[src/rtl/rect_plotter_pkg.sv]
// Shared constants for the rectangle plotter: screen size, palette and FSM encodings.
package rect_plotter_pkg;

  // Visible area of the 160x120 VGA adapter
  localparam int SCREEN_W_DEF = 160;
  localparam int SCREEN_H_DEF = 120;

  // 3-bit palette used by the game datapath
  localparam logic [2:0] COLOUR_BLACK  = 3'b000;
  localparam logic [2:0] COLOUR_WHITE  = 3'b111;
  localparam logic [2:0] COLOUR_GREEN  = 3'b010;
  localparam logic [2:0] COLOUR_YELLOW = 3'b110;

  // Plotter FSM encodings (2-bit, legacy-compatible)
  typedef logic [1:0] plot_state_t;
  localparam logic [1:0] ST_IDLE = 2'd0;
  localparam logic [1:0] ST_DRAW = 2'd1;
  localparam logic [1:0] ST_DONE = 2'd2;

endpackage

[src/rtl/rect_plotter_raster_counter.sv]
// 2-D column/row counter that walks a w x h rectangle, column offset inner.
// It exposes the offsets of the slot that follows the current one so the
// owner can register that pixel on the same edge the counter advances.
module raster_counter
  import rect_plotter_pkg::*;
#(
  parameter int X_W = 8,
  parameter int Y_W = 7
) (
  input  logic           clk,
  input  logic           resetn,
  input  logic           load,
  input  logic           en,
  input  logic [X_W-1:0] w,
  input  logic [Y_W-1:0] h,
  output logic [X_W-1:0] nxt_col,
  output logic [Y_W-1:0] nxt_row,
  output logic           last
);

  logic [X_W-1:0] col_q;
  logic [Y_W-1:0] row_q;
  logic           col_end;

  // Slot arithmetic: wrap the column at w-1 and step the row on wrap
  always_comb begin
    col_end = (col_q == (w - X_W'(1)));
    last    = col_end && (row_q == (h - Y_W'(1)));
    nxt_col = col_end ? '0 : (col_q + X_W'(1));
    nxt_row = col_end ? (row_q + Y_W'(1)) : row_q;
  end

  // Offset registers: cleared on reset and on load, stepped while enabled
  always_ff @(posedge clk) begin
    if (!resetn) begin
      col_q <= '0;
      row_q <= '0;
    end else if (load) begin
      col_q <= '0;
      row_q <= '0;
    end else if (en) begin
      col_q <= nxt_col;
      row_q <= nxt_row;
    end
  end

endmodule

[src/rtl/rect_plotter.sv]
// Rectangle rasteriser: accepts one rectangle request, emits one pixel slot
// per clock to the VGA adapter with screen clipping, then pulses done.
module rect_plotter
  import rect_plotter_pkg::*;
#(
  parameter int X_W      = 8,
  parameter int Y_W      = 7,
  parameter int COLOUR_W = 3,
  parameter int SCREEN_W = SCREEN_W_DEF,
  parameter int SCREEN_H = SCREEN_H_DEF
) (
  input  logic                clk,
  input  logic                resetn,
  input  logic                req_valid,
  output logic                req_ready,
  input  logic [X_W-1:0]      req_x,
  input  logic [Y_W-1:0]      req_y,
  input  logic [X_W-1:0]      req_w,
  input  logic [Y_W-1:0]      req_h,
  input  logic [COLOUR_W-1:0] req_colour,
  output logic [X_W-1:0]      plot_x,
  output logic [Y_W-1:0]      plot_y,
  output logic [COLOUR_W-1:0] plot_colour,
  output logic                plot,
  output logic                busy,
  output logic                done
);

  plot_state_t state_q, state_d;

  // Request fields captured at acceptance
  logic [X_W-1:0]      x0_q;
  logic [Y_W-1:0]      y0_q;
  logic [X_W-1:0]      w_q;
  logic [Y_W-1:0]      h_q;
  logic [COLOUR_W-1:0] colour_q;

  // Output registers
  logic [X_W-1:0]      plot_x_q;
  logic [Y_W-1:0]      plot_y_q;
  logic [COLOUR_W-1:0] plot_colour_q;
  logic                plot_q;

  logic           accept;
  logic           req_empty;
  logic           draw_advance;
  logic           pix_load;
  logic           pix_on;
  logic [X_W-1:0] nxt_col;
  logic [Y_W-1:0] nxt_row;
  logic           last;

  logic [X_W-1:0]      base_x, off_x;
  logic [Y_W-1:0]      base_y, off_y;
  logic [COLOUR_W-1:0] pix_colour;
  logic [X_W:0]        sum_x;
  logic [Y_W:0]        sum_y;

  assign accept       = req_valid && (state_q == ST_IDLE);
  assign req_empty    = (req_w == '0) || (req_h == '0);
  assign draw_advance = (state_q == ST_DRAW) && !last;
  // A new pixel is registered either for slot 0 at acceptance or for the
  // following slot while drawing; the final slot hands over to DONE instead.
  assign pix_load     = (accept && !req_empty) || draw_advance;

  raster_counter #(
    .X_W(X_W),
    .Y_W(Y_W)
  ) u_raster_counter (
    .clk     (clk),
    .resetn  (resetn),
    .load    (accept),
    .en      (draw_advance),
    .w       (w_q),
    .h       (h_q),
    .nxt_col (nxt_col),
    .nxt_row (nxt_row),
    .last    (last)
  );

  // Pixel source: slot 0 comes straight from the request so the first pixel
  // appears in the cycle right after acceptance; later slots use the latches.
  always_comb begin
    base_x     = x0_q;
    base_y     = y0_q;
    off_x      = nxt_col;
    off_y      = nxt_row;
    pix_colour = colour_q;
    if (accept) begin
      base_x     = req_x;
      base_y     = req_y;
      off_x      = '0;
      off_y      = '0;
      pix_colour = req_colour;
    end
  end

  // Sums carry one extra bit so that wrap-around past the coordinate width is
  // clipped rather than folded back onto the left/top of the screen.
  always_comb begin
    sum_x  = {1'b0, base_x} + {1'b0, off_x};
    sum_y  = {1'b0, base_y} + {1'b0, off_y};
    pix_on = (sum_x < (X_W+1)'(SCREEN_W)) && (sum_y < (Y_W+1)'(SCREEN_H));
  end

  // Next-state logic for IDLE -> DRAW/DONE -> IDLE
  always_comb begin
    state_d = state_q;
    case (state_q)
      ST_IDLE: if (accept) state_d = req_empty ? ST_DONE : ST_DRAW;
      ST_DRAW: if (last)   state_d = ST_DONE;
      ST_DONE:             state_d = ST_IDLE;
      default:             state_d = ST_IDLE;
    endcase
  end

  // State register
  always_ff @(posedge clk) begin
    if (!resetn) state_q <= ST_IDLE;
    else         state_q <= state_d;
  end

  // Request latches, loaded only on acceptance so later input changes are ignored
  always_ff @(posedge clk) begin
    if (!resetn) begin
      x0_q     <= '0;
      y0_q     <= '0;
      w_q      <= '0;
      h_q      <= '0;
      colour_q <= '0;
    end else if (accept) begin
      x0_q     <= req_x;
      y0_q     <= req_y;
      w_q      <= req_w;
      h_q      <= req_h;
      colour_q <= req_colour;
    end
  end

  // Output registers: strobe only on-screen slots, hold coordinates otherwise
  always_ff @(posedge clk) begin
    if (!resetn) begin
      plot_q        <= 1'b0;
      plot_x_q      <= '0;
      plot_y_q      <= '0;
      plot_colour_q <= '0;
    end else begin
      plot_q <= pix_load && pix_on;
      if (pix_load) begin
        plot_x_q      <= sum_x[X_W-1:0];
        plot_y_q      <= sum_y[Y_W-1:0];
        plot_colour_q <= pix_colour;
      end
    end
  end

  assign plot        = plot_q;
  assign plot_x      = plot_x_q;
  assign plot_y      = plot_y_q;
  assign plot_colour = plot_colour_q;
  assign req_ready   = (state_q == ST_IDLE);
  assign busy        = (state_q != ST_IDLE);
  assign done        = (state_q == ST_DONE);

endmodule

[config.mk]
export PLATFORM = sky130hd
export DESIGN_NAME = rect_plotter
export DESIGN_NICKNAME = d
export VERILOG_FILES = /design/src/rtl/rect_plotter_pkg.sv /design/src/rtl/rect_plotter_raster_counter.sv /design/src/rtl/rect_plotter.sv
export SDC_FILE = /design/constraint.sdc
export NUM_CORES = 1
export LEC_CHECK = 0
export CELL_PAD_IN_SITES_DETAIL_PLACEMENT = 1
export CELL_PAD_IN_SITES_GLOBAL_PLACEMENT = 2
export CORE_MARGIN = 3
export CORE_UTILIZATION = 32
export CTS_BUF_LIST = sky130_fd_sc_hd__clkbuf_2
export CTS_CLUSTER_DIAMETER = 80
export DETAILED_ROUTE_END_ITERATION = 16
export PLACE_DENSITY_LB_ADDON = 0.1
export SLEW_MARGIN = 20
export SYNTH_ARGS = -nofsm -noshare
export SYNTH_HDL_FRONTEND = slang
export SYNTH_SLANG_ARGS = --single-unit
[constraint.sdc]
create_clock -name clk -period 10.35 [get_ports clk]
set_input_delay 2.5875 -clock clk [delete_from_list [all_inputs] [get_ports clk]]
set_output_delay 2.5875 -clock clk [all_outputs]
set_load 0.005 [all_outputs]
==> flow_summary.toml <==
[global_route]
grt_start_max_net_pins = 42
grt_pass1_vias = 4113
grtUsageTotal = 0.181
grt_pass1_wl_um = 20900
antenna_found_initial = 0
overflow = 0

[sta]
maxSlewHeadroom = 0.399
max_slew.worst_pin.slew_ps = 902
period_minus_slack_ps = 5240
fin_skew_ps = 33.2
fin_crit_sh = 0.506
tns_ps = 0
setup_violations = 0
fmax_mhz = 191
rsz0062_at_grt = "no"
drv_slew = 0
finalHoldViolCount = 0

[place]
hpwl_um = 8930
place_congestion = 0.780
placed_area_mm2 = 0.00482
port_buffers = 57

[critical_path]
endpoint_kind = "flip-flop"
worst_ep_arrival_time_ps = 5710
path_max_fanout = 41
cp.required_ps = 10820
start_kind = "input port"
criticalPathCategory = "input port to flip-flop"

[synth]
synth_edf_count = 0
yosysWarnings = 0
syn_inst = 533
synth_fp_nets = 590
post-synth-top-count-cell = "nand2_1"
ys_top_cells_by_count = "nand2_1, dfxtp_1, a21oi_1, nor2_1"
synth_area_per_cell_um2 = 7.73
synthTopCellsByArea = "dfxtp_1, nand2_1, a21oi_1"
async_flop_share = 0
synth_cell_types = 63
yosysTopAreaCell = "dfxtp_1"
syn_area_mm2 = 0.00412
synth_ff_type = "dfxtp_1"
synth-seq-cells = 69
synth_top_area_share = 0.335
ys_seq_area_frac = 0.335

[route]
drt_iter0_drc = 165
totalWireLength_um = 12400
drc = 0
routedWlPerCell_um = 16.6
ant_nets = 0
drtPass1Iterations = 4
avgViaCountPerCell = 5.14
route.top_layer_used = "met4"
vias = 3856
met3_length_um = 482
wl_met2_um = 5880
m1WireLength_um = 5940

[run_status]
outcome = "finished clean"

[die]
fp.dieW_um = 120
rows = 40
chipHeight_um = 120
initial_utilization = 0.335
io_pins = 58
dieArea_mm2 = 0.0143
coreArea_mm2 = 0.0123

[final_layout]
syn2layout_area_growth_pct = 18.8
seqCellArea_mm2 = 0.00138
fin_area_mm2 = 0.00490
drive_above_1_share = 0.0619
diodes = 0
nFillCells = 1551
fin_nets = 635
multi_input_area_mm2 = 0.00256

[clock_tree]
cts_tree = "done"
cts-resized-gates = 0
cts_sinks = 69
post_cts_buffers = 0
cts_root_buf = "clkbuf_2"
clk_latency_ps = 550
h-tree-depth = 3
clock_path_buffers = 2
cts_buffers = 9
cts.clk_slew.worst_paths_ps = 180
ctsHoldBuffers = 0

[min_path]
hold_path_class = "flip-flop to flip-flop"

[power]
power_density_mw_per_mm2 = 111
ir_drop_mv = 0.0522
p_leak_nw = 1.87

[run]
drv_cap = 0
[registers in the layout (all words and copies together), names as in the netlist]
register / flops
y0_q: 7
plot_x: 8
w_q: 8
h_q: 7
x0_q: 8
plot: 1
state_q: 2
plot_y: 7
u_raster_counter.col_q: 8
u_raster_counter.row_q: 7
colour_q: 3
plot_colour: 3
[cell usage in the layout (no fill, tap or decap), types with 5 or more instances in the layout]
cell type | synthesis | routed
xnor2_1 | 23 | 23
ha_1 | 19 | 19
inv_1 | 18 | 18
nor2b_1 | 10 | 10
dfxtp_1 | 69 | 69
clkdlybuf4s50_1 | 0 | 57
a21oi_1 | 63 | 63
nand2_1 | 100 | 100
nand4_1 | 9 | 9
xor2_1 | 11 | 11
nand3_1 | 23 | 23
o21ai_0 | 22 | 22
clkbuf_2 | 0 | 11
and2_1 | 4 | 5
nor3_1 | 9 | 9
nor2_1 | 37 | 37
nor4_2 | 6 | 6
[cell families (layout without fill, tap and decap cells)]
family / count (synthesis) / count (layout) / share of synthesized area
AOI/OAI and AO/OA: 126 / 126 / 0.185
xor gates and xnor gates: 35 / 35 / 0.0777
adders and majority gates: 21 / 21 / 0.0674
DFF: 69 / 69 / 0.335
buffers and inverters: 46 / 95 / 0.0452
muxes: 7 / 7 / 0.0182
and+or+nand+nor: 229 / 229 / 0.271
[through the flow]
step / total power, W / utilization / cells / hold slack (ps) / worst slack (ps)
after floorplan: 0.000369 / - / 533 / 434 / 5290
after global placement: 0.000418 / 0.391 / 735 / 443 / 4590
after detailed placement: 0.000422 / 0.391 / 735 / 452 / 4490
after CTS: 0.000553 / 0.397 / 750 / 473 / 5140
after global routing: 0.000578 / 0.398 / 750 / 497 / 4870
final: 0.000542 / 0.398 / 750 / 470 / 5110
[layer usage]
layer  GRT usage  vias up
li1            -     1942
met1       0.228     1843
met2       0.309       62
met3      0.0523        9
met4      0.0401        0
met5           0        -
[worst max-delay path, stage by stage]
cell and delay, ps:
clkdlybuf4s50_1 510, and2_1 130, buf_4 410, nand2_1 140, nand2_1 90, ha_1 190, inv_1 60, fa_1 370
nor2b_1 170, o21ai_0 90, nand2_1 130, a2111oi_0 120, a311o_1 370, nand4_1 90, nor4bb_1 240
[power breakdown]
| group | total [W] | leakage [nW] | switching [W] | internal, W |
|---|---|---|---|---|
| Sequential | 0.000291 | 0.564 | 0.0000109 | 0.000280 |
| Clock | 0.000127 | 0.0543 | 0.0000972 | 0.0000297 |
| Combinational | 0.000124 | 1.25 | 0.0000672 | 0.0000569 |
[cell type report]
type                       instances  area share
sequential                        69       0.282
clock buffer                      11      0.0112
tap                              168      0.0429
inverter                          19      0.0146
multi-input combinational        418       0.523
clock inverter                     4     0.00332
timing repair buffer              61       0.123
[final timing paths]
path / start / endpoint / slack [ps] / depth (start not counted)
worst max-delay path: req_valid / plot / 5110 / 15
worst min-delay path: colour_q[2] / colour_q[2] / 470 / 2
worst max register to register: w_q[0] / plot / 5920 / 17
worst min register to register: colour_q[2] / colour_q[2] / 470 / 2
Power figures use the tool's default switching activity.
